[src/rtl/sample_feeder_if.sv]
// rtl/sample_feeder_if.sv - sample path between acquisition source, feeder FIFO and filter
interface sample_feeder_if #(
    parameter int DATA_SIZE = 24,
    parameter int ADDR_W    = 4
);
    logic                 wr_en;
    logic [DATA_SIZE-1:0] wr_data;
    logic                 full;
    logic [ADDR_W:0]      level;
    logic [DATA_SIZE-1:0] data_out;
    logic                 sample;
    logic                 filter_done;

    modport slave (
        input  wr_en, wr_data, filter_done,
        output full, level, data_out, sample
    );

    modport master (
        output wr_en, wr_data, filter_done,
        input  full, level, data_out, sample
    );
endinterface

[src/rtl/sample_feeder.sv]
// rtl/sample_feeder.sv - FIFO-buffered sample feeder issuing one strobed sample per rate tick
module sample_feeder #(
    parameter int DATA_SIZE  = 24,
    parameter int DIV        = 50000,
    parameter int SAMPLE_LEN = 5,
    parameter int ADDR_W     = 4
) (
    input  logic           clk,
    input  logic           reset,
    sample_feeder_if.slave bus,
    input  logic           clr_flags,
    output logic           underrun,
    output logic           overrun,
    output logic           wr_drop
);
    localparam int CW    = $clog2(DIV);
    localparam int LW    = $clog2(SAMPLE_LEN + 1);
    localparam int DEPTH = 2 ** ADDR_W;

    localparam logic [CW-1:0]     CNT_LAST = CW'(DIV - 1);
    localparam logic [CW-1:0]     CNT_ONE  = CW'(1);
    localparam logic [LW-1:0]     LEN_LAST = LW'(SAMPLE_LEN - 1);
    localparam logic [LW-1:0]     LEN_ONE  = LW'(1);
    localparam logic [ADDR_W:0]   LVL_FULL = (ADDR_W + 1)'(DEPTH);
    localparam logic [ADDR_W:0]   LVL_ONE  = (ADDR_W + 1)'(1);
    localparam logic [ADDR_W-1:0] PTR_ONE  = ADDR_W'(1);

    typedef enum logic [1:0] {S_IDLE, S_ISSUE, S_WAIT_DONE} state_t;

    state_t               r_state;
    state_t               w_next;
    logic [CW-1:0]        r_cnt;
    logic [LW-1:0]        r_len;
    logic                 r_done;
    logic [DATA_SIZE-1:0] r_mem [DEPTH];
    logic [ADDR_W-1:0]    r_wptr;
    logic [ADDR_W-1:0]    r_rptr;
    logic [ADDR_W:0]      r_level;
    logic [DATA_SIZE-1:0] r_dout;
    logic                 r_underrun;
    logic                 r_overrun;
    logic                 r_wr_drop;

    logic w_tick;
    logic w_idle_tick;
    logic w_pop;
    logic w_push;
    logic w_full;
    logic w_issue_end;
    logic w_done_seen;

    assign w_tick      = (r_cnt == CNT_LAST);
    assign w_idle_tick = (r_state == S_IDLE) && w_tick;
    assign w_pop       = w_idle_tick && (r_level != '0);
    assign w_full      = (r_level == LVL_FULL);
    // A pop frees a slot in the same cycle, so a full FIFO still accepts the write then.
    assign w_push      = bus.wr_en && (!w_full || w_pop);
    assign w_issue_end = (r_state == S_ISSUE) && (r_len == LEN_LAST);
    assign w_done_seen = r_done || bus.filter_done;

    assign bus.full     = w_full;
    assign bus.level    = r_level;
    assign bus.data_out = r_dout;
    assign bus.sample   = (r_state == S_ISSUE);
    assign underrun     = r_underrun;
    assign overrun      = r_overrun;
    assign wr_drop      = r_wr_drop;

    always_ff @(posedge clk or negedge reset) begin
        if (!reset) begin
            r_state <= S_IDLE;
        end else begin
            r_state <= w_next;
        end
    end

    always_comb begin
        w_next = r_state;
        case (r_state)
            S_IDLE:      if (w_tick) w_next = S_ISSUE;
            S_ISSUE:     if (r_len == LEN_LAST) w_next = w_done_seen ? S_IDLE : S_WAIT_DONE;
            S_WAIT_DONE: if (bus.filter_done) w_next = S_IDLE;
            default:     w_next = S_IDLE;
        endcase
    end

    always_ff @(posedge clk or negedge reset) begin
        if (!reset) begin
            r_cnt  <= '0;
            r_len  <= '0;
            r_done <= 1'b0;
        end else begin
            r_cnt  <= w_tick ? '0 : r_cnt + CNT_ONE;
            r_len  <= ((r_state == S_ISSUE) && !w_issue_end) ? r_len + LEN_ONE : '0;
            // An early completion is remembered only until the strobe ends.
            r_done <= (r_state == S_ISSUE) && !w_issue_end && w_done_seen;
        end
    end

    always_ff @(posedge clk or negedge reset) begin
        if (!reset) begin
            r_wptr  <= '0;
            r_rptr  <= '0;
            r_level <= '0;
            r_dout  <= '0;
        end else begin
            if (w_push) r_wptr <= r_wptr + PTR_ONE;
            if (w_pop) begin
                r_rptr <= r_rptr + PTR_ONE;
                r_dout <= r_mem[r_rptr];
            end
            case ({w_push, w_pop})
                2'b10:   r_level <= r_level + LVL_ONE;
                2'b01:   r_level <= r_level - LVL_ONE;
                default: r_level <= r_level;
            endcase
        end
    end

    always_ff @(posedge clk) begin
        if (w_push) r_mem[r_wptr] <= bus.wr_data;
    end

    always_ff @(posedge clk or negedge reset) begin
        if (!reset) begin
            r_underrun <= 1'b0;
            r_overrun  <= 1'b0;
            r_wr_drop  <= 1'b0;
        end else begin
            r_underrun <= (w_idle_tick && (r_level == '0)) || (r_underrun && !clr_flags);
            r_overrun  <= (w_tick && (r_state != S_IDLE)) || (r_overrun && !clr_flags);
            r_wr_drop  <= (bus.wr_en && w_full && !w_pop) || (r_wr_drop && !clr_flags);
        end
    end
endmodule

[src/flat_wrapper.sv]
// flat-port wrapper written by rule: the top's interface ports become plain ports
module sample_feeder_flat 
#(
    parameter int DATA_SIZE  = 24,
    parameter int DIV        = 50000,
    parameter int SAMPLE_LEN = 5,
    parameter int ADDR_W     = 4
)
  (clk, reset, clr_flags, underrun, overrun, wr_drop, bus_wr_en, bus_wr_data, bus_filter_done, bus_full, bus_level, bus_data_out, bus_sample);
  sample_feeder_if #(.DATA_SIZE(DATA_SIZE), .ADDR_W(ADDR_W)) bus_i ();
  input  logic clk;
  input  logic reset;
  input  logic clr_flags;
  output logic underrun;
  output logic overrun;
  output logic wr_drop;
  input wire logic [$bits(bus_i.wr_en)-1:0] bus_wr_en;
  input wire logic [$bits(bus_i.wr_data)-1:0] bus_wr_data;
  input wire logic [$bits(bus_i.filter_done)-1:0] bus_filter_done;
  output wire logic [$bits(bus_i.full)-1:0] bus_full;
  output wire logic [$bits(bus_i.level)-1:0] bus_level;
  output wire logic [$bits(bus_i.data_out)-1:0] bus_data_out;
  output wire logic [$bits(bus_i.sample)-1:0] bus_sample;
  assign bus_i.wr_en = bus_wr_en;
  assign bus_i.wr_data = bus_wr_data;
  assign bus_i.filter_done = bus_filter_done;
  assign bus_full = bus_i.full;
  assign bus_level = bus_i.level;
  assign bus_data_out = bus_i.data_out;
  assign bus_sample = bus_i.sample;
  sample_feeder #(.DATA_SIZE(DATA_SIZE), .DIV(DIV), .SAMPLE_LEN(SAMPLE_LEN), .ADDR_W(ADDR_W)) u_core (.clk(clk), .reset(reset), .bus(bus_i), .clr_flags(clr_flags), .underrun(underrun), .overrun(overrun), .wr_drop(wr_drop));
endmodule
[config.mk]
export PLATFORM = sky130hd
export DESIGN_NAME = sample_feeder_flat
export DESIGN_NICKNAME = d
export VERILOG_FILES = /design/src/rtl/sample_feeder_if.sv /design/src/rtl/sample_feeder.sv /design/src/flat_wrapper.sv
export SDC_FILE = /design/constraint.sdc
export NUM_CORES = 1
export LEC_CHECK = 0
export ABC_AREA = 1
export BUFFER_PORTS_ARGS = -buffer_cell sky130_fd_sc_hd__clkbuf_2
export CAP_MARGIN = 20
export CORE_MARGIN = 3
export CORE_UTILIZATION = 45
export CTS_BUF_LIST = sky130_fd_sc_hd__clkbuf_4 sky130_fd_sc_hd__clkbuf_8
export DETAILED_ROUTE_END_ITERATION = 16
export HOLD_SLACK_MARGIN = 0.12
export PLACE_DENSITY = 0.71
export SETUP_SLACK_MARGIN = 0.3
export SLEW_MARGIN = 30
export SYNTH_ARGS = -nofsm -noshare
export SYNTH_HDL_FRONTEND = slang
export SYNTH_SLANG_ARGS = --single-unit
[constraint.sdc]
create_clock -name clk -period 4.2 [get_ports clk]
set_clock_uncertainty 0.1 [all_clocks]
set_input_delay 0.21 -clock clk [delete_from_list [all_inputs] [get_ports clk]]
set_output_delay 0.21 -clock clk [all_outputs]
set_load 0.01 [all_outputs]
==> metrics.csv <==
stage;metric;value;unit
floorplanning;start_util;0.457;
route;routed_wl;42900;um
placed_design;gp_congestion;0.832;
timing;hold_viol_final;0;
cells_and_area;most-common-layout-cells;edfxtp_1, nor2_1, o21ai_0;
cts;cts-hold-fix-buffers;28;
grt;use_met2;0.328;
grt;grtUsageTotal;0.205;
cts;cts-resized-gates;0;
floorplanning;die_w;205;um
power;p_seq_frac;0.541;
worst_setup_path;cp_max_fo;24;
timing;worst_pin_slew;0.927;ns
worst_setup_path;r2r-start;u_core.r_cnt[0]$_DFF_PN0_;
timing;fin_crit_sh;0.718;
grt;grt_util_met1;0.288;
synthesis;synth_cell_type_count;34;
grt;grt_busiest_layer;met2;
worst_setup_path;arrival;3.11;ns
synthesis;post_synth.cell_area_avg;13.0;um^2
placed_design;io_buffers;62;
cells_and_area;final_common_cell;edfxtp_1;
synthesis;synth_seq_area_share;0.737;
synthesis;synth-main-ff-cell;edfxtp_1;
floorplanning;die_h;205;um
power;p_switching;2400;uW
cells_and_area;final_nets;1499;
worst_setup_path;end_kind;flip-flop;
worst_setup_path;cp.required;4.30;ns
cts;clk_path_buf_depth;3;
synthesis;synth_top_area_share;0.650;
cells_and_area;syn_to_final_growth;14.8;%
worst_setup_path;start_kind;flip-flop;
timing;finalSetupViolations;0;
placed_design;dp_slack;1.21;ns
timing;timing.setup.tns;0;ns
floorplanning;pin_count;63;
synthesis;netlist_area;17800;um^2
cells_and_area;fillers;3221;
route;drc_errors;0;
synthesis;synth_area_leaders;edfxtp_1, dfrtp_1, nor2_1;
synthesis;ys_seq_elements;446;
min_path;min-delay-path-class;input pin to asynchronous set/reset pin;
cts;clock-sinks;446;
route;wl_per_cell;21.1;um
power;p_leak;0.00720;uW
synthesis;synthCells;1367;
power;power_frac_comb;0.080;
grt;grt_pass1_vias;11800;
power;p_int;7510;uW
timing;setup_slack;1.19;ns
power;ir_drop;260;uV
cells_and_area;multi_input_area;4230;um^2
grt;antenna_found_initial;1;
job;drv_cap;0;
cells_and_area;seqCellArea;13100;um^2
placed_design;dp_cells;1878;
cts;numCtsBuffers;70;
grt;grt_pass1_wl;66200;um
timing;fmax;332;MHz
cts;post_cts_buffers;0;
power;swShare;0.242;
synthesis;yosysTopAreaCell;edfxtp_1;
synthesis;synth_warnings;0;
cts;cts.htree.levels;3;
floorplanning;die-area;41900;um^2
synthesis;async_reset_ff_frac;0.139;
power;clkPwrFrac;0.378;
placed_design;dp_hpwl;24100;um
timing;report.final.slew_viol_count;0;
route;drtIter0Drc;1191;
timing;min_period;3.01;ns
floorplanning;core;38800;um^2
cts;root_buffer;clkbuf_8;
cts;worstSkewPairLatency;0.60;ns
cells_and_area;post-route-util;0.525;
synthesis;synth_edf_count;384;
power;p_per_area;487;nW/um^2
floorplanning;row_count;72;
cells_and_area;drive_gt1_frac;0.163;
timing;slew_headroom;0.381;
worst_setup_path;cp-startpoint;u_core.r_cnt[0]$_DFF_PN0_;
timing;hold-worst-slack;0.112;ns
grt;grt-ovfl-total;0;
synthesis;syn_nets;1406;
route;ant_nets;0;
timing;grt_setup_unrepaired;false;
grt;grt_max_degree;196;
route;via_count;11600;
cells_and_area;finalNonFillerCells;2032;
cts;cts.clk_slew.worst_paths;0.06;ns
grt;use_met3;0.0421;
worst_setup_path;crit_type;flip-flop to flip-flop;
route;viasPerCell;5.72;
outcome;outcome;complete, no violations;
cts;cts_tree;yes;
route;firstDrtPassIters;5;
==> final cells by class <==
type / count / area share
Inverter: 55 / 0.0103
Sequential cell: 446 / 0.642
Multi-Input combinational cell: 783 / 0.208
Clock inverter: 21 / 0.0100
Clock buffer: 104 / 0.0607
Tap cell: 518 / 0.0318
Timing Repair Buffer: 104 / 0.0369
Antenna cell: 1 / 0.000123
==> per-layer routing <==
metal / wire length (um) / vias up
met1: 18100 / 5789
met4: 710 / 2
met5: 53 / -
met3: 3710 / 65
met2: 20300 / 510
li1: - / 5251
==> worst max-delay path, stage by stage, from the launching register on <==
cell and delay (ns):
dfrtp_1 0.37, ha_1 0.24, nand3_4 0.14, nor2_4 0.16, nand3_4 0.13, nand2_1 0.12, nand2_1 0.09, inv_2 0.17
nand2_1 0.31, nor2_4 0.79
==> state kept, by name, indices dropped and copies added (netlist names), 2 cells and up <==
register,cells
u_core.r_rptr,4
u_core.r_state,2
u_core.r_len,3
u_core.bus.level,5
u_core.bus.data_out,24
u_core.r_mem,384
u_core.r_wptr,4
u_core.r_cnt,16
==> per-stage QoR <==
stage	instance area, um^2	total power, uW
final	20400	9910
after global routing	20400	10300
after global placement	18600	6200
after floorplan	17800	5830
after detailed placement	18600	6230
after CTS	20400	9980
==> final timing paths <==
path                                                       end  slack, ns  cells after the start
max                             u_core.r_mem[11][13]$_DFFE_PP_       1.19                      9
min                        u_core.bus.data_out[21]$_DFFE_PN0N_       0.11                      2
max reg2reg                     u_core.r_mem[11][13]$_DFFE_PP_       1.19                      9
min reg2reg                          u_core.r_len[0]$_DFF_PN0_       0.37                      1
max in group asynchronous         u_core.r_rptr[0]$_DFFE_PN0N_       3.28                      2
min in group clk                 u_core.r_state[1]$_DFFE_PN0P_       0.32                      3
==> power by group through the flow <==
stage / logic [uW] / clock network [uW] / registers [uW]
2_1_floorplan: 393 / 0 / 5430
4_1_cts: 802 / 3820 / 5360
6_report: 794 / 3750 / 5370
3_3_place_gp: 752 / 0 / 5440
3_5_place_dp: 776 / 0 / 5450
5_1_grt: 874 / 4010 / 5390
==> synth_stat cells, drive strengths merged, types with 2 or more instances <==
| cell type | n |
|---|---|
| edfxtp | 384 |
| nor2 | 289 |
| o21ai | 209 |
| o221ai | 80 |
| nand2 | 66 |
| dfrtp | 62 |
| inv | 55 |
| nand3 | 55 |
| clkbuf | 53 |
| buf | 30 |
| a31oi | 26 |
| o22ai | 21 |
| ha | 10 |
| xor2 | 10 |
| nand4 | 7 |
| nor3 | 5 |
| xnor2 | 2 |
==> logic make-up after synthesis <==
group,count (synthesis),synth area share
and+or+nand+nor,424,0.103
adders and majority gates,10,0.00705
buffers and inverters,138,0.0316
DFF,446,0.737
AOI/OAI and AO/OA,337,0.115
xor gates and xnor gates,12,0.00592
Power figures use the tool's default switching activity.
